**src/rtl/fma_norm_pkg.sv**
```systemverilog
// fma_norm_pkg: shared widths and stage types for the fma normalize/round pipeline
package fma_norm_pkg;
  localparam int NE_DEF = 11;
  localparam int NF_DEF = 52;
  localparam int FMALEN_DEF = 3*NF_DEF+6;
  typedef struct packed {
    logic                  s;
    logic [NE_DEF+1:0]     e;
    logic [FMALEN_DEF-1:0] m;
    logic                  sticky;
    logic                  zero;
  } norm_stage_t;
  typedef struct packed {
    logic              rs;
    logic [NE_DEF+1:0] re;
    logic [NF_DEF-1:0] rf;
    logic              inexact;
  } round_result_t;
endpackage

```
**src/rtl/fma_rne_round.sv**
```systemverilog
// fma_rne_round: combinational round-to-nearest-even of a left-normalized significand
module fma_rne_round
  import fma_norm_pkg::*;
(
  input  norm_stage_t   n_i,
  output round_result_t r_o
);
  logic [NF_DEF:0] m;
  logic g, t, up;
  always_comb begin
    m = n_i.m[FMALEN_DEF-1 -: NF_DEF+1];
    g = n_i.m[FMALEN_DEF-NF_DEF-2];
    t = |n_i.m[FMALEN_DEF-NF_DEF-3:0] | n_i.sticky;
    up = g & (m[0] | t);
    r_o.rs = n_i.s;
    // an all-ones significand wraps to zero and bumps the exponent instead
    r_o.rf = n_i.zero ? '0 : m[NF_DEF-1:0] + {{(NF_DEF-1){1'b0}}, up};
    r_o.re = n_i.zero ? '0 : n_i.e + {{(NE_DEF+1){1'b0}}, &m & up};
    r_o.inexact = g | t;
  end
endmodule

```
**src/rtl/fma_norm_round.sv**
```systemverilog
// fma_norm_round: two-stage normalize + RNE round pipeline; FMA_NORM_SKID_EN adds an input skid buffer
module fma_norm_round
  import fma_norm_pkg::*;
#(
  parameter int NE     = NE_DEF,
  parameter int NF     = NF_DEF,
  parameter int FMALEN = 3*NF+6,
  parameter int SW     = $clog2(FMALEN+1)
) (
  input  logic              clk,
  input  logic              reset,
  input  logic              flush,
  input  logic              InValid,
  output logic              InReady,
  input  logic [FMALEN-1:0] Sm,
  input  logic [NE+1:0]     Se,
  input  logic              Ss,
  input  logic [SW-1:0]     SCnt,
  input  logic              ASticky,
  output logic              OutValid,
  input  logic              OutReady,
  output logic              Rs,
  output logic [NE+1:0]     Re,
  output logic [NF-1:0]     Rf,
  output logic              Inexact
);
  norm_stage_t   nrm_in, src, s1_q;
  round_result_t r_d, r_q;
  logic v1_q, v1_d, v2_q, v2_d, adv2, s1_en, in_fire, src_v, kill;
  always_comb begin
    nrm_in.s = Ss;
    nrm_in.e = Se - {{(NE+2-SW){1'b0}}, SCnt};
    nrm_in.m = Sm << SCnt;
    nrm_in.sticky = ASticky;
    nrm_in.zero = ~|Sm;
  end
  assign kill = reset | flush;
  assign adv2 = !v2_q | OutReady;
  assign s1_en = !v1_q | adv2;
  assign in_fire = InValid & InReady;
`ifdef FMA_NORM_SKID_EN
  norm_stage_t sk_q;
  logic sk_v_q, sk_v_d, rdy_q;
  // a parked entry always leaves before any new input, so order is kept
  assign InReady = rdy_q & !reset;
  assign src = sk_v_q ? sk_q : nrm_in;
  assign src_v = sk_v_q | in_fire;
  assign sk_v_d = kill ? 1'b0 : sk_v_q ? !s1_en : in_fire & !s1_en;
  always_ff @(posedge clk) begin
    rdy_q <= !reset & !sk_v_d;
    sk_v_q <= sk_v_d;
    if (reset) sk_q <= '0;
    else if (in_fire & !s1_en) sk_q <= nrm_in;
  end
`else
  assign InReady = !reset & s1_en;
  assign src = nrm_in;
  assign src_v = in_fire;
`endif
  always_comb begin
    v1_d = kill ? 1'b0 : s1_en ? src_v : v1_q;
    v2_d = kill ? 1'b0 : adv2 ? v1_q : v2_q;
  end
  always_ff @(posedge clk) begin
    v1_q <= v1_d;
    v2_q <= v2_d;
    if (reset) s1_q <= '0;
    else if (s1_en & src_v) s1_q <= src;
    if (reset) r_q <= '0;
    else if (adv2 & v1_q) r_q <= r_d;
  end
  fma_rne_round u_rnd (.n_i(s1_q), .r_o(r_d));
  assign OutValid = v2_q;
  assign Rs = r_q.rs;
  assign Re = r_q.re;
  assign Rf = r_q.rf;
  assign Inexact = r_q.inexact;
endmodule

```
**config.mk**
```make
export PLATFORM = sky130hd
export DESIGN_NAME = fma_norm_round
export DESIGN_NICKNAME = d
export VERILOG_FILES = /design/src/rtl/fma_norm_pkg.sv /design/src/rtl/fma_rne_round.sv /design/src/rtl/fma_norm_round.sv
export SDC_FILE = /design/constraint.sdc
export NUM_CORES = 1
export LEC_CHECK = 0
export BUFFER_PORTS_ARGS = -buffer_cell sky130_fd_sc_hd__buf_2
export CAP_MARGIN = 20
export CORE_MARGIN = 4
export CORE_UTILIZATION = 40
export DETAILED_ROUTE_END_ITERATION = 16
export MAX_ROUTING_LAYER = met4
export SLEW_MARGIN = 25
export SYNTH_ARGS = -nofsm -noshare
export SYNTH_HDL_FRONTEND = slang
export SYNTH_SLANG_ARGS = --single-unit
```
**constraint.sdc**
```tcl
create_clock -name clk -period 5.5 [get_ports clk]
set_clock_uncertainty 0.2 [all_clocks]
set_input_delay 0.275 -clock clk [delete_from_list [all_inputs] [get_ports clk]]
set_output_delay 0.275 -clock clk [all_outputs]
set_load 0.02 [all_outputs]
```
# Word level (Yosys, flattened, before mapping)
# Index checks and enable logic that the tools add are counted.
# op_classes
addsub	3
shift	1
muxes	2
n_bitwise	12
reduce_logical	7
# ops
cell	n
162-bit OR reduction	1
162-bit by 8-bit << shifter with 162-bit output	1
108-bit OR reduction	1
53-bit AND reduction	1
52-bit by 1-bit adder with 52-bit output	1
52-bit 2-to-1 mux	1
13-bit by 1-bit adder with 13-bit output	1
13-bit 2-to-1 mux	1
13-bit by 8-bit subtractor with 13-bit output	1
1-bit bitwise AND	6
1-bit OR	6
1-bit zero test	4
# totals
register_bits	247
input_bits	190
output_inout_bits	69
wordCells	36

# Logic depth before layout (Yosys ltp)
# logic_depth
ltp_word	7
ltp_mapped	14
depth_no_buf	12

# Cells and area by module
# From an unflattened synthesis, not the netlist that was laid out.
# unflattened
cells_unflattened	2523
area_unflattened_um2	22167.5
# modules_own_cells
mod	instances	cells_per_inst	area_per_inst_um2	seq_area_each_um2
fma_norm_round	1	2214	20304.5	4944.7
fma_rne_round	1	309	1863.0	0.0

# Worst setup path before layout
# Ideal clock, no wire load.
# synth_timing
path_type	input to register
start	input SCnt[4]
end	register s1_q[176] (netlist bit)
setup_ps	122
t_arrival_ps	3010
setup_slack_ps	2168
cell_stages	11
path_buffers	4
cell_sequence	inv_1 > buf_2 > buf_1 > buf_1 > clkbuf_1 > ha_1 > a21boi_0 > o21bai_1 > a21boi_0 > o311a_1 > a221o_1
# synth_via
elab_chain_len	1
# synth_rtl
item	line_no	source
from (decl)	fma_norm_round.sv:18	input logic [SW-1:0] SCnt,
13-bit by 8-bit subtractor with 13-bit output	fma_norm_round.sv:32	nrm_in.e = Se - {{(NE+2-SW){1'b0}}, SCnt};
to (signal assigned)	fma_norm_round.sv:68	else if (s1_en & src_v) s1_q <= src;
to (decl)	fma_norm_round.sv:27	norm_stage_t nrm_in, src, s1_q;
# Every way passes these cells.
# A chain may end at the register's enable or synchronous reset.

# Worst setup path in the final report
# layout_timing
start	input SCnt[0]
end	register s1_q[174] (netlist bit)
# The elaborated chain is that of the path after synthesis.

==> results.ini <==
[sta]
worst_slew_pin_slew_ns = 1.19
relSlewSlack = 0.200
setup_viol = 0
finalMaxSlewViolations = 0
grt_setup_unrepaired = false
period_share = 0.738
fmax_mhz = 246
holdWs_ns = 0.0347
period_needed_ns = 4.06
hold_viol_final = 0
final.setup.tns_ns = 0

[detailed_routing]
avgRoutedWirePerCell_um = 35.9
dr_total_vias = 24400
antenna_left = 0
drtPass1Iterations = 6
drt-total-wl_mm = 123
routed_via_density = 7.11
drc = 0
drtIter0Drc = 3462

[clock_tree]
postCtsSetupBuffers = 0
cts_sinks = 247
numCtsBuffers = 28
cts_buffer_depth = 3
clk_pin_slew_ns = 0.07
clk_latency_ns = 0.58
cts_tree = done
root_buffer = clkbuf_16
htreeDepth = 1

[synth]
syn-cell-area_um2 = 22900
synth_nets = 2712
synth.top_cell.area_share = 0.216
async_reset_ff_frac = 0
synth.avg_cell_area_um2 = 9.13
ys_warn_count = 0
synthTopCellsByArea = dfxtp_1 22%, mux4_2 14%, mux2i_1 8.7%, mux2_2 8.2%, mux4_1 5.3%
synth-edff-count = 0
synth_flop_cell = dfxtp_1
yosysTopAreaCell = dfxtp_1
yosys_register_bits = 247
ys_seq_area_frac = 0.216
synth_cells = 2509
synthTopCellsByCount = 247 x dfxtp_1, 244 x nor2_1, 222 x nand2_1
synth_cell_types = 86
synthMostInstantiatedCell = dfxtp_1

[finish]
drive_gt1_frac = 0.270
final_cells = 3437
synthToLayoutAreaGrowth_pct = 13.2
multi_input_area_um2 = 16900
utilization = 0.459
fill_cells = 5519
nets = 2863
ff_latch_area_um2 = 4940

[outcome]
status = complete, no violations

[placed_design]
gp_congestion = 1.10
place_inst = 3367
port-buffer-count = 258
hpwlAfterDp_mm = 94.6

[global_route]
grt_pass1_vias = 22900
grt_max_degree = 132
grt_pass1_wl_mm = 173
track_usage = 0.400
antenna_found_initial = 1
gr-total-overflow = 0

[worst_hold_path]
hold_depth = 4
hold_class = in -> reg

[floorplan]
std_cell_rows = 87
die-area_um2 = 61200
dieHeight_um = 247
pin_count = 259
core-area_um2 = 56500
die_w_um = 247
start_util = 0.406

[worst_setup_path]
worstPathArrival_ns = 4.31
critPathKind = in -> reg
reg2reg_depth = 11
cp.required_ns = 5.76
path_max_fanout = 56
startpoint_type = input port
r2r_setup_slack_ns = 1.85
endpoint_kind = flop

[power_and_ir_drop]
power_mw = 6.53
power.leakage_nw = 9.85
pwr_density_cell_nw_per_um2 = 252
vdd_ir_drop_max_v = 0.000197

[run]
timing.max_cap.violations = 0

registers in the layout (all words and copies together) (netlist names):
| name | count |
|---|---|
| Rf | 52 |
| OutValid | 1 |
| Re | 13 |
| Inexact | 1 |
| Rs | 1 |
| s1_q | 178 |
| v1_q | 1 |
metrics by stage:
stage | worst slack [ns] | instance area [um^2]
final | 1.44 | 25900
after global routing | 0.978 | 25900
after CTS | 1.41 | 25900
after detailed placement | 1.18 | 24700
after global placement | 1.15 | 24700
after floorplan | 2.17 | 22900
cell families (layout without fill, tap and decap cells):
family / after synthesis / count (layout) / synth area share
and+or+nand+nor: 770 / 770 / 0.156
AOI/OAI and AO/OA: 610 / 610 / 0.180
xor gates and xnor gates: 64 / 64 / 0.0245
muxes: 558 / 558 / 0.365
buffers and inverters: 247 / 417 / 0.0520
adders and majority gates: 13 / 13 / 0.00743
DFF: 247 / 247 / 0.216
other: 0 / 2 / 0
metal layers:
layer | vias to the layer above | GRT usage | share of wire
met5 | - | - | 0
met4 | 0 | 0.211 | 0.067
met3 | 382 | 0.0649 | 0.11
met2 | 1869 | 0.588 | 0.43
met1 | 12000 | 0.532 | 0.40
li1 | 10100 | - | -
power by group:
part           switching (mW)  leakage, nW  internal [mW]
combinational            1.62         7.36          0.837
sequential              0.104         2.00           1.86
clock                   0.837        0.486           1.27
total                    2.56         9.85           3.97
cell type report:
cell class | count | share of cell area
antenna | 2 | 0.000193
timing repair buffer | 343 | 0.0796
inverter | 25 | 0.00376
clock buffer | 37 | 0.0315
multi-input combinational | 2015 | 0.650
tap | 756 | 0.0365
sequential | 247 | 0.191
clock inverter | 12 | 0.00767
critical path, cell delays in order:
cell           delay (ns)
buf_8                0.34
buf_4                0.83
ha_1                 0.33
fa_1                 0.24
nor2b_1              0.06
o21ai_0              0.22
a21boi_0             0.19
o21bai_1             0.17
a21boi_0             0.24
o211ai_1             0.22
dlygate4sd3_1        0.57
nand3_1              0.07
dlygate4sd3_1        0.55
placed cells by master (no fill, tap or decap), types with 10 or more instances in the layout:
cell type / instances
o22ai_1: 55
buf_2: 252
o21ai_1: 11
buf_4: 65
ha_1: 12
a22o_1: 12
o211ai_1: 20
nor3_1: 44
a211oi_1: 22
a21oi_1: 100
xnor2_1: 32
nand2_1: 222
a221oi_1: 20
o21ai_0: 121
a31oi_1: 17
inv_1: 19
mux2_2: 167
mux2i_1: 198
dfxtp_1: 247
nor2b_1: 10
nor2_1: 235
mux4_1: 46
nand4_1: 33
dlygate4sd3_1: 19
nor4_1: 76
or3_1: 12
mux4_2: 141
xor2_1: 32
clkbuf_16: 29
nand3_1: 52
a22oi_1: 122
and3_1: 28
a222oi_1: 14
path summary, 6_finish.rpt:
kind	start	to
max reg2reg	s1_q[124]$_SDFFE_PP0P_	Re[11]$_SDFFE_PP0P_
max	SCnt[0]	s1_q[174]$_SDFFE_PP0P_
min reg2reg	Rf[23]$_SDFFE_PP0P_	Rf[23]$_SDFFE_PP0P_
min	Se[7]	s1_q[172]$_SDFFE_PP0P_
timing repair:
action                    4_1_cts  5_1_grt
gates resized for setup         0        0
hold buffers                   19        0
hold endpoints to repair       30        0
Note: power is estimated with default switching activity, not from simulation.
